<file path="src/rtl/display_pkg.sv">
// ============================================================================
//  Module      : display_pkg
//  Description : Shared constants for the multiplexed 7-segment display driver
//  Revision    : 1.0  initial release
// ============================================================================
`default_nettype none

package display_pkg;

    localparam logic [6:0] SEG_OFF = 7'h7F;
    localparam logic [7:0] AN_OFF  = 8'hFF;

    // Active-low cathode patterns {g,f,e,d,c,b,a}, indexed by hex value
    localparam logic [6:0] HEX_SEG [0:15] = '{
        7'h40, 7'h79, 7'h24, 7'h30, 7'h19, 7'h12, 7'h02, 7'h78,
        7'h00, 7'h10, 7'h08, 7'h03, 7'h46, 7'h21, 7'h06, 7'h0E
    };

endpackage

`default_nettype wire

</file>
<file path="src/rtl/scan_display_if.sv">
// ============================================================================
//  Module      : scan_display_if
//  Description : Digit-select, data-load and LED drive bundle of the driver
//  Revision    : 1.0  initial release
// ============================================================================
`default_nettype none

interface scan_display_if;

    logic [7:0]  digit_sel;
    logic [31:0] data_in;
    logic [7:0]  dp_in;
    logic        load;
    logic        scan_ce;
    logic        frame_start;
    logic [7:0]  an;
    logic [6:0]  seg;
    logic        dp;

    modport master (
        output digit_sel, data_in, dp_in, load,
        input  scan_ce, frame_start, an, seg, dp
    );

    modport slave (
        input  digit_sel, data_in, dp_in, load,
        output scan_ce, frame_start, an, seg, dp
    );

endinterface

`default_nettype wire

</file>
<file path="src/rtl/hex_to_7seg.sv">
// ============================================================================
//  Module      : hex_to_7seg
//  Description : Combinational hex nibble to active-low 7-segment decode
//  Revision    : 1.0  initial release
// ============================================================================
`default_nettype none

module hex_to_7seg
    import display_pkg::*;
(
    input  wire logic [3:0] i_nibble,
    output logic      [6:0] o_seg
);

    assign o_seg = HEX_SEG[i_nibble];

endmodule

`default_nettype wire

</file>
<file path="src/rtl/scan_display_driver.sv">
// ============================================================================
//  Module      : scan_display_driver
//  Description : Time-multiplexed 8-digit 7-segment driver with frame-aligned
//                double-buffered data, anode dead-time and zero blanking
//  Revision    : 1.0  initial release
// ============================================================================
`default_nettype none

module scan_display_driver
    import display_pkg::*;
#(
    parameter int REFRESH_DIV  = 100000,
    parameter int BLANK_CYCLES = 1000,
    parameter bit LZ_BLANK     = 1'b1
) (
    input  wire logic     clk,
    input  wire logic     reset,
    scan_display_if.slave bus
);

    localparam int            CW          = (REFRESH_DIV > 1) ? $clog2(REFRESH_DIV) : 1;
    localparam logic [CW-1:0] c_presc_max = CW'(REFRESH_DIV - 1);
    localparam logic [CW-1:0] c_blank     = CW'(BLANK_CYCLES);

    logic [CW-1:0] r_presc;
    logic [CW-1:0] w_presc_next;
    logic          w_scan_ce;
    logic          w_boundary;
    logic          w_blank_next;
    logic          w_onehot;
    logic [2:0]    w_idx;
    logic [3:0]    w_nibble;
    logic [6:0]    w_seg_dec;
    logic [7:0]    w_lz;

    logic [31:0]   r_shadow_data;
    logic [7:0]    r_shadow_dp;
    logic [31:0]   r_pend_data;
    logic [7:0]    r_pend_dp;
    logic          r_pend_vld;
    logic          r_frame_start;
    logic [7:0]    r_an;
    logic [6:0]    r_seg;
    logic          r_dp;

    assign w_scan_ce    = (r_presc == c_presc_max);
    assign w_presc_next = w_scan_ce ? '0 : r_presc + 1'b1;
    assign w_boundary   = w_scan_ce & bus.digit_sel[0];
    // Outputs are registered, so blanking looks at the count they will appear under
    assign w_blank_next = (w_presc_next < c_blank);
    assign w_onehot     = (bus.digit_sel != 8'd0) &&
                          ((bus.digit_sel & (bus.digit_sel - 8'd1)) == 8'd0);

    always_comb begin
        w_idx = 3'd0;
        for (int i = 0; i < 8; i++) begin
            if (bus.digit_sel[i]) w_idx = 3'(i);
        end
    end

    assign w_nibble = r_shadow_data[{w_idx, 2'b00} +: 4];

    generate
        for (genvar gi = 0; gi < 8; gi++) begin : g_lz
            if (gi == 0) begin : g_first
                assign w_lz[gi] = 1'b0;
            end else begin : g_upper
                assign w_lz[gi] = LZ_BLANK && (r_shadow_data[31:4*gi] == '0) && !r_shadow_dp[gi];
            end
        end
    endgenerate

    hex_to_7seg u_dec (
        .i_nibble (w_nibble),
        .o_seg    (w_seg_dec)
    );

    always_ff @(posedge clk) begin
        if (reset) begin
            r_presc       <= '0;
            r_frame_start <= 1'b0;
            r_an          <= AN_OFF;
            r_seg         <= SEG_OFF;
            r_dp          <= 1'b1;
            r_shadow_data <= '0;
            r_shadow_dp   <= '0;
            r_pend_data   <= '0;
            r_pend_dp     <= '0;
            r_pend_vld    <= 1'b0;
        end else begin
            r_presc       <= w_presc_next;
            r_frame_start <= w_boundary && (bus.load || r_pend_vld);

            // Shadow only moves on the frame boundary; a coincident load bypasses pending
            if (w_boundary && bus.load) begin
                r_shadow_data <= bus.data_in;
                r_shadow_dp   <= bus.dp_in;
                r_pend_vld    <= 1'b0;
            end else if (w_boundary && r_pend_vld) begin
                r_shadow_data <= r_pend_data;
                r_shadow_dp   <= r_pend_dp;
                r_pend_vld    <= 1'b0;
            end else if (bus.load) begin
                r_pend_data   <= bus.data_in;
                r_pend_dp     <= bus.dp_in;
                r_pend_vld    <= 1'b1;
            end

            if (w_blank_next || !w_onehot) begin
                r_an  <= AN_OFF;
                r_seg <= SEG_OFF;
                r_dp  <= 1'b1;
            end else begin
                r_an  <= ~bus.digit_sel;
                r_seg <= w_lz[w_idx] ? SEG_OFF : w_seg_dec;
                r_dp  <= ~r_shadow_dp[w_idx];
            end
        end
    end

    assign bus.scan_ce     = w_scan_ce;
    assign bus.frame_start = r_frame_start;
    assign bus.an          = r_an;
    assign bus.seg         = r_seg;
    assign bus.dp          = r_dp;

endmodule

`default_nettype wire

</file>
<file path="src/flat_wrapper.sv">
// flat-port wrapper written by rule: the top's interface ports become plain ports
module scan_display_driver_flat import display_pkg::*;
#(
    parameter int REFRESH_DIV  = 100000,
    parameter int BLANK_CYCLES = 1000,
    parameter bit LZ_BLANK     = 1'b1
)
  (clk, reset, bus_digit_sel, bus_data_in, bus_dp_in, bus_load, bus_scan_ce, bus_frame_start, bus_an, bus_seg, bus_dp);
  scan_display_if bus_i ();
  input  wire logic clk;
  input  wire logic reset;
  input wire logic [$bits(bus_i.digit_sel)-1:0] bus_digit_sel;
  input wire logic [$bits(bus_i.data_in)-1:0] bus_data_in;
  input wire logic [$bits(bus_i.dp_in)-1:0] bus_dp_in;
  input wire logic [$bits(bus_i.load)-1:0] bus_load;
  output wire logic [$bits(bus_i.scan_ce)-1:0] bus_scan_ce;
  output wire logic [$bits(bus_i.frame_start)-1:0] bus_frame_start;
  output wire logic [$bits(bus_i.an)-1:0] bus_an;
  output wire logic [$bits(bus_i.seg)-1:0] bus_seg;
  output wire logic [$bits(bus_i.dp)-1:0] bus_dp;
  assign bus_i.digit_sel = bus_digit_sel;
  assign bus_i.data_in = bus_data_in;
  assign bus_i.dp_in = bus_dp_in;
  assign bus_i.load = bus_load;
  assign bus_scan_ce = bus_i.scan_ce;
  assign bus_frame_start = bus_i.frame_start;
  assign bus_an = bus_i.an;
  assign bus_seg = bus_i.seg;
  assign bus_dp = bus_i.dp;
  scan_display_driver #(.REFRESH_DIV(REFRESH_DIV), .BLANK_CYCLES(BLANK_CYCLES), .LZ_BLANK(LZ_BLANK)) u_core (.clk(clk), .reset(reset), .bus(bus_i));
endmodule
</file>
<file path="config.mk">
export PLATFORM = sky130hd
export DESIGN_NAME = scan_display_driver_flat
export DESIGN_NICKNAME = d
export VERILOG_FILES = /design/src/rtl/display_pkg.sv /design/src/rtl/scan_display_if.sv /design/src/rtl/hex_to_7seg.sv /design/src/rtl/scan_display_driver.sv /design/src/flat_wrapper.sv
export SDC_FILE = /design/constraint.sdc
export NUM_CORES = 1
export LEC_CHECK = 0
export ABC_AREA = 1
export BUFFER_PORTS_ARGS = -buffer_cell sky130_fd_sc_hd__buf_2
export CELL_PAD_IN_SITES_DETAIL_PLACEMENT = 1
export CELL_PAD_IN_SITES_GLOBAL_PLACEMENT = 1
export CORE_ASPECT_RATIO = 1.5
export CORE_UTILIZATION = 45
export DETAILED_ROUTE_END_ITERATION = 16
export PLACE_DENSITY = 0.91
export SETUP_SLACK_MARGIN = 0.05
export SYNTH_ARGS = -nofsm -noshare
export SYNTH_HDL_FRONTEND = slang
export SYNTH_HIERARCHICAL = 1
export SYNTH_SLANG_ARGS = --single-unit
export TNS_END_PERCENT = 5
</file>
<file path="constraint.sdc">
create_clock -name clk -period 5.5 [get_ports clk]
set_input_delay 0 -clock clk [delete_from_list [all_inputs] [get_ports clk]]
set_output_delay 0 -clock clk [all_outputs]
set_load 0.005 [all_outputs]
</file>
==> metrics.cfg <==
[outcome]
outcome = finished, final reports clean

[sta]
tns_ns = 0
slew_viol_final = 0
period_share_pct = 57.7
setup_ws_ns = 2.33
fmax_mhz = 315
hold_viol_final = 0
setup_viol = 0
clock_skew_ns = 0.0120
worst_slew_pin_slew_ns = 1.07
min_period_ns = 3.17
grt_setup_unrepaired = false
relSlewSlack_pct = 28.6

[layout]
area_delta_synth_final_pct = 26.4
final_nets = 991
layout-drive-gt1-share_pct = 15.3
fill_cells = 1580
final_area_um2 = 7200

[detailed_routing]
drt-total-wl_um = 21300
wl_per_cell_um = 19.3
avgViaCountPerCell = 5.69
ant_nets = 0
drc = 0
dr.pass1.iters = 5
drt_first_iter_violations = 451
num_vias = 6263

[clocking]
clk_latency_ns = 0.42
htreeDepth = 4
clock_sinks = 115
cts_tree = built
cts.clk_slew.worst_paths_ns = 0.06
cts_buffer_depth = 2
cts_made_buffers = 17
clockRootBuffer = clkbuf_16
cts_resized = 0

[logic_synthesis]
netlist_area_um2 = 5700
async_flop_share_pct = 0
synth_top_cell_by_area = dfxtp_1
synth-edff-count = 0
yosysWarnings = 6
netlist_instances = 833
syn-num-nets = 892
syn_area_per_cell_um2 = 6.84
ys_top_cells_by_area = dfxtp_1 (40%), o21ai_0 (12%), nand2_1 (9.4%)
synthTopCellsByCount = nand2_1 (143), o21ai_0 (133), dfxtp_1 (115), inv_1 (102), a21oi_1 (90)
synthFlopType = dfxtp_1
ys_seq_area_share_pct = 40.4
yosysMostFrequentCell = nand2_1
yosysUniqueCellTypes = 33
synth_seq_cells = 115
synth_top_area_share_pct = 40.4

[pwr]
ir_worst_vdd_uv = 232
power_frac_seq_pct = 37.0
clkPwrFrac_pct = 52.8
power.density_nw_per_um2 = 325
total_power_w = 0.00234
cell_internal_pwr_w = 0.00178
leakage_nw = 3.30
p_sw_share_pct = 24.1
p_switching_w = 0.000565
p_comb_share_pct = 10.3

[worst_setup_path]
cp_data_required_time_ns = 5.77
cp_max_fo = 15
worstSetupEndpointType = flip-flop
cp-start-kind = input pin
crit_type = in2reg
arrival_ns = 3.44

[floorplanning]
rows = 50
initial_core_util_pct = 46.0
ios = 69
core-area_um2 = 12400
die_area_um2 = 13100
die_w_um = 93.9
die_y_um = 140

[global_route]
grt_start_max_net_pins = 81
track_usage_pct = 33.6
gr-total-overflow = 0
grt_pass1_vias = 6706
grt_pass1_wl_um = 33800
antenna_found_initial = 1

[place]
place_congestion = 0.860
hpwl_um = 11300
portBuffers = 68
dp_slack_ns = 2.72
placed_cell_area_um2 = 6060

[hold_path]
hold_path_class = in2reg

[job]
maxCapViolCount = 0

cell usage in the layout (no fill, tap or decap), drive strengths merged, types with 2 or more instances in the layout:
cell / netlist / layout
nand2: 160 / 160
o21ai: 150 / 150
dfxtp: 115 / 115
inv: 107 / 107
nor2: 93 / 93
a21oi: 90 / 90
buf: 25 / 71
dlygate4sd3: 0 / 49
nand3: 38 / 38
clkbuf: 15 / 21
nand4: 11 / 11
clkinv: 5 / 10
ha: 8 / 8
bufinv: 0 / 5
o22ai: 4 / 4
nor3: 4 / 4
o21bai: 3 / 3
xor2: 2 / 2
final cells by class:
| class | count | area, um2 | area share [%] |
|---|---|---|---|
| inverters | 112 | 422 | 5.86 |
| diodes | 1 | 2.50 | 0.0348 |
| flip-flops and latches | 115 | 2300 | 32.0 |
| multi-input cells | 566 | 2780 | 38.6 |
| clock buffers | 21 | 470 | 6.53 |
| well taps | 156 | 195 | 2.71 |
| clock inverters | 10 | 179 | 2.48 |
| repair buffers | 120 | 853 | 11.9 |
final timing paths:
kind / startpoint / to / slack (ns) / depth (start not counted)
max reg2reg: u_core/r_presc[0] / u_core/r_shadow_data[3] / 2.45 / 11
min reg2reg: u_core/r_pend_data[10] / u_core/r_pend_data[10] / 0.45 / 2
min: bus_load / u_core/bus.frame_start / 0.04 / 3
max: bus_digit_sel[2] / u_core/bus.seg[0] / 2.33 / 17
metal layers:
metal,GRT usage (%),vias to the layer above,part of all wire (%)
met2,60.0,247,53
met5,0,-,0
met4,22.6,0,6.1
met1,35.0,3011,37
li1,-,2889,-
met3,6.01,116,3.7
flip-flops by register name (all words and copies together), names as in the netlist:
register and count:
u_core/bus.an 8, u_core/bus.dp 1, u_core/bus.frame_start 1, u_core/bus.seg 7
u_core/r_pend_data 32, u_core/r_pend_dp 8, u_core/r_pend_vld 1, u_core/r_presc 17
u_core/r_shadow_data 32, u_core/r_shadow_dp 8
cells by family after synthesis:
group,count (synthesis),share of synthesized area [%]
compound gates,248,22.1
xor+xnor,2,0.308
fa+ha+maj,8,1.76
buf+inv,152,10.9
flops,115,40.4
simple gates,308,24.5
through the flow:
step | hold WS [ns] | util [%] | cells
finish | 0.0375 | 58.1 | 1101
floorplan | 0.0668 | - | 833
global placement | 0.203 | 48.9 | 1020
detailed placement | 0.210 | 48.9 | 1020
global route | 0.0372 | 58.1 | 1101
CTS | 0.00580 | 58.1 | 1100
timing repair:
action	CTS	global route
endpoints found under the hold margin	94	0
hold buffers	49	0
buffers inserted	0	0
critical path, stage by stage:
cell           delay [ns]
dlygate4sd3_1        0.53
buf_2                0.15
o21ai_0              0.17
nand2_1              0.12
a21oi_1              0.79
o21ai_0              0.19
o21ai_0              0.29
nand2_1              0.11
nand2_1              0.20
inv_1                0.17
ha_1                 0.22
inv_1                0.09
nand2_1              0.10
nand3_1              0.11
nand2_1              0.07
inv_1                0.06
nand4_1              0.09
power by group through the flow:
stage          registers [W]  logic [W]  clock network [W]
3_3_place_gp        0.000880   0.000182                  0
5_1_grt             0.000867   0.000263            0.00129
6_report            0.000866   0.000241            0.00124
3_5_place_dp        0.000881   0.000189                  0
2_1_floorplan       0.000879   0.000132                  0
4_1_cts             0.000864   0.000226            0.00124
Power figures use the tool's default switching activity.
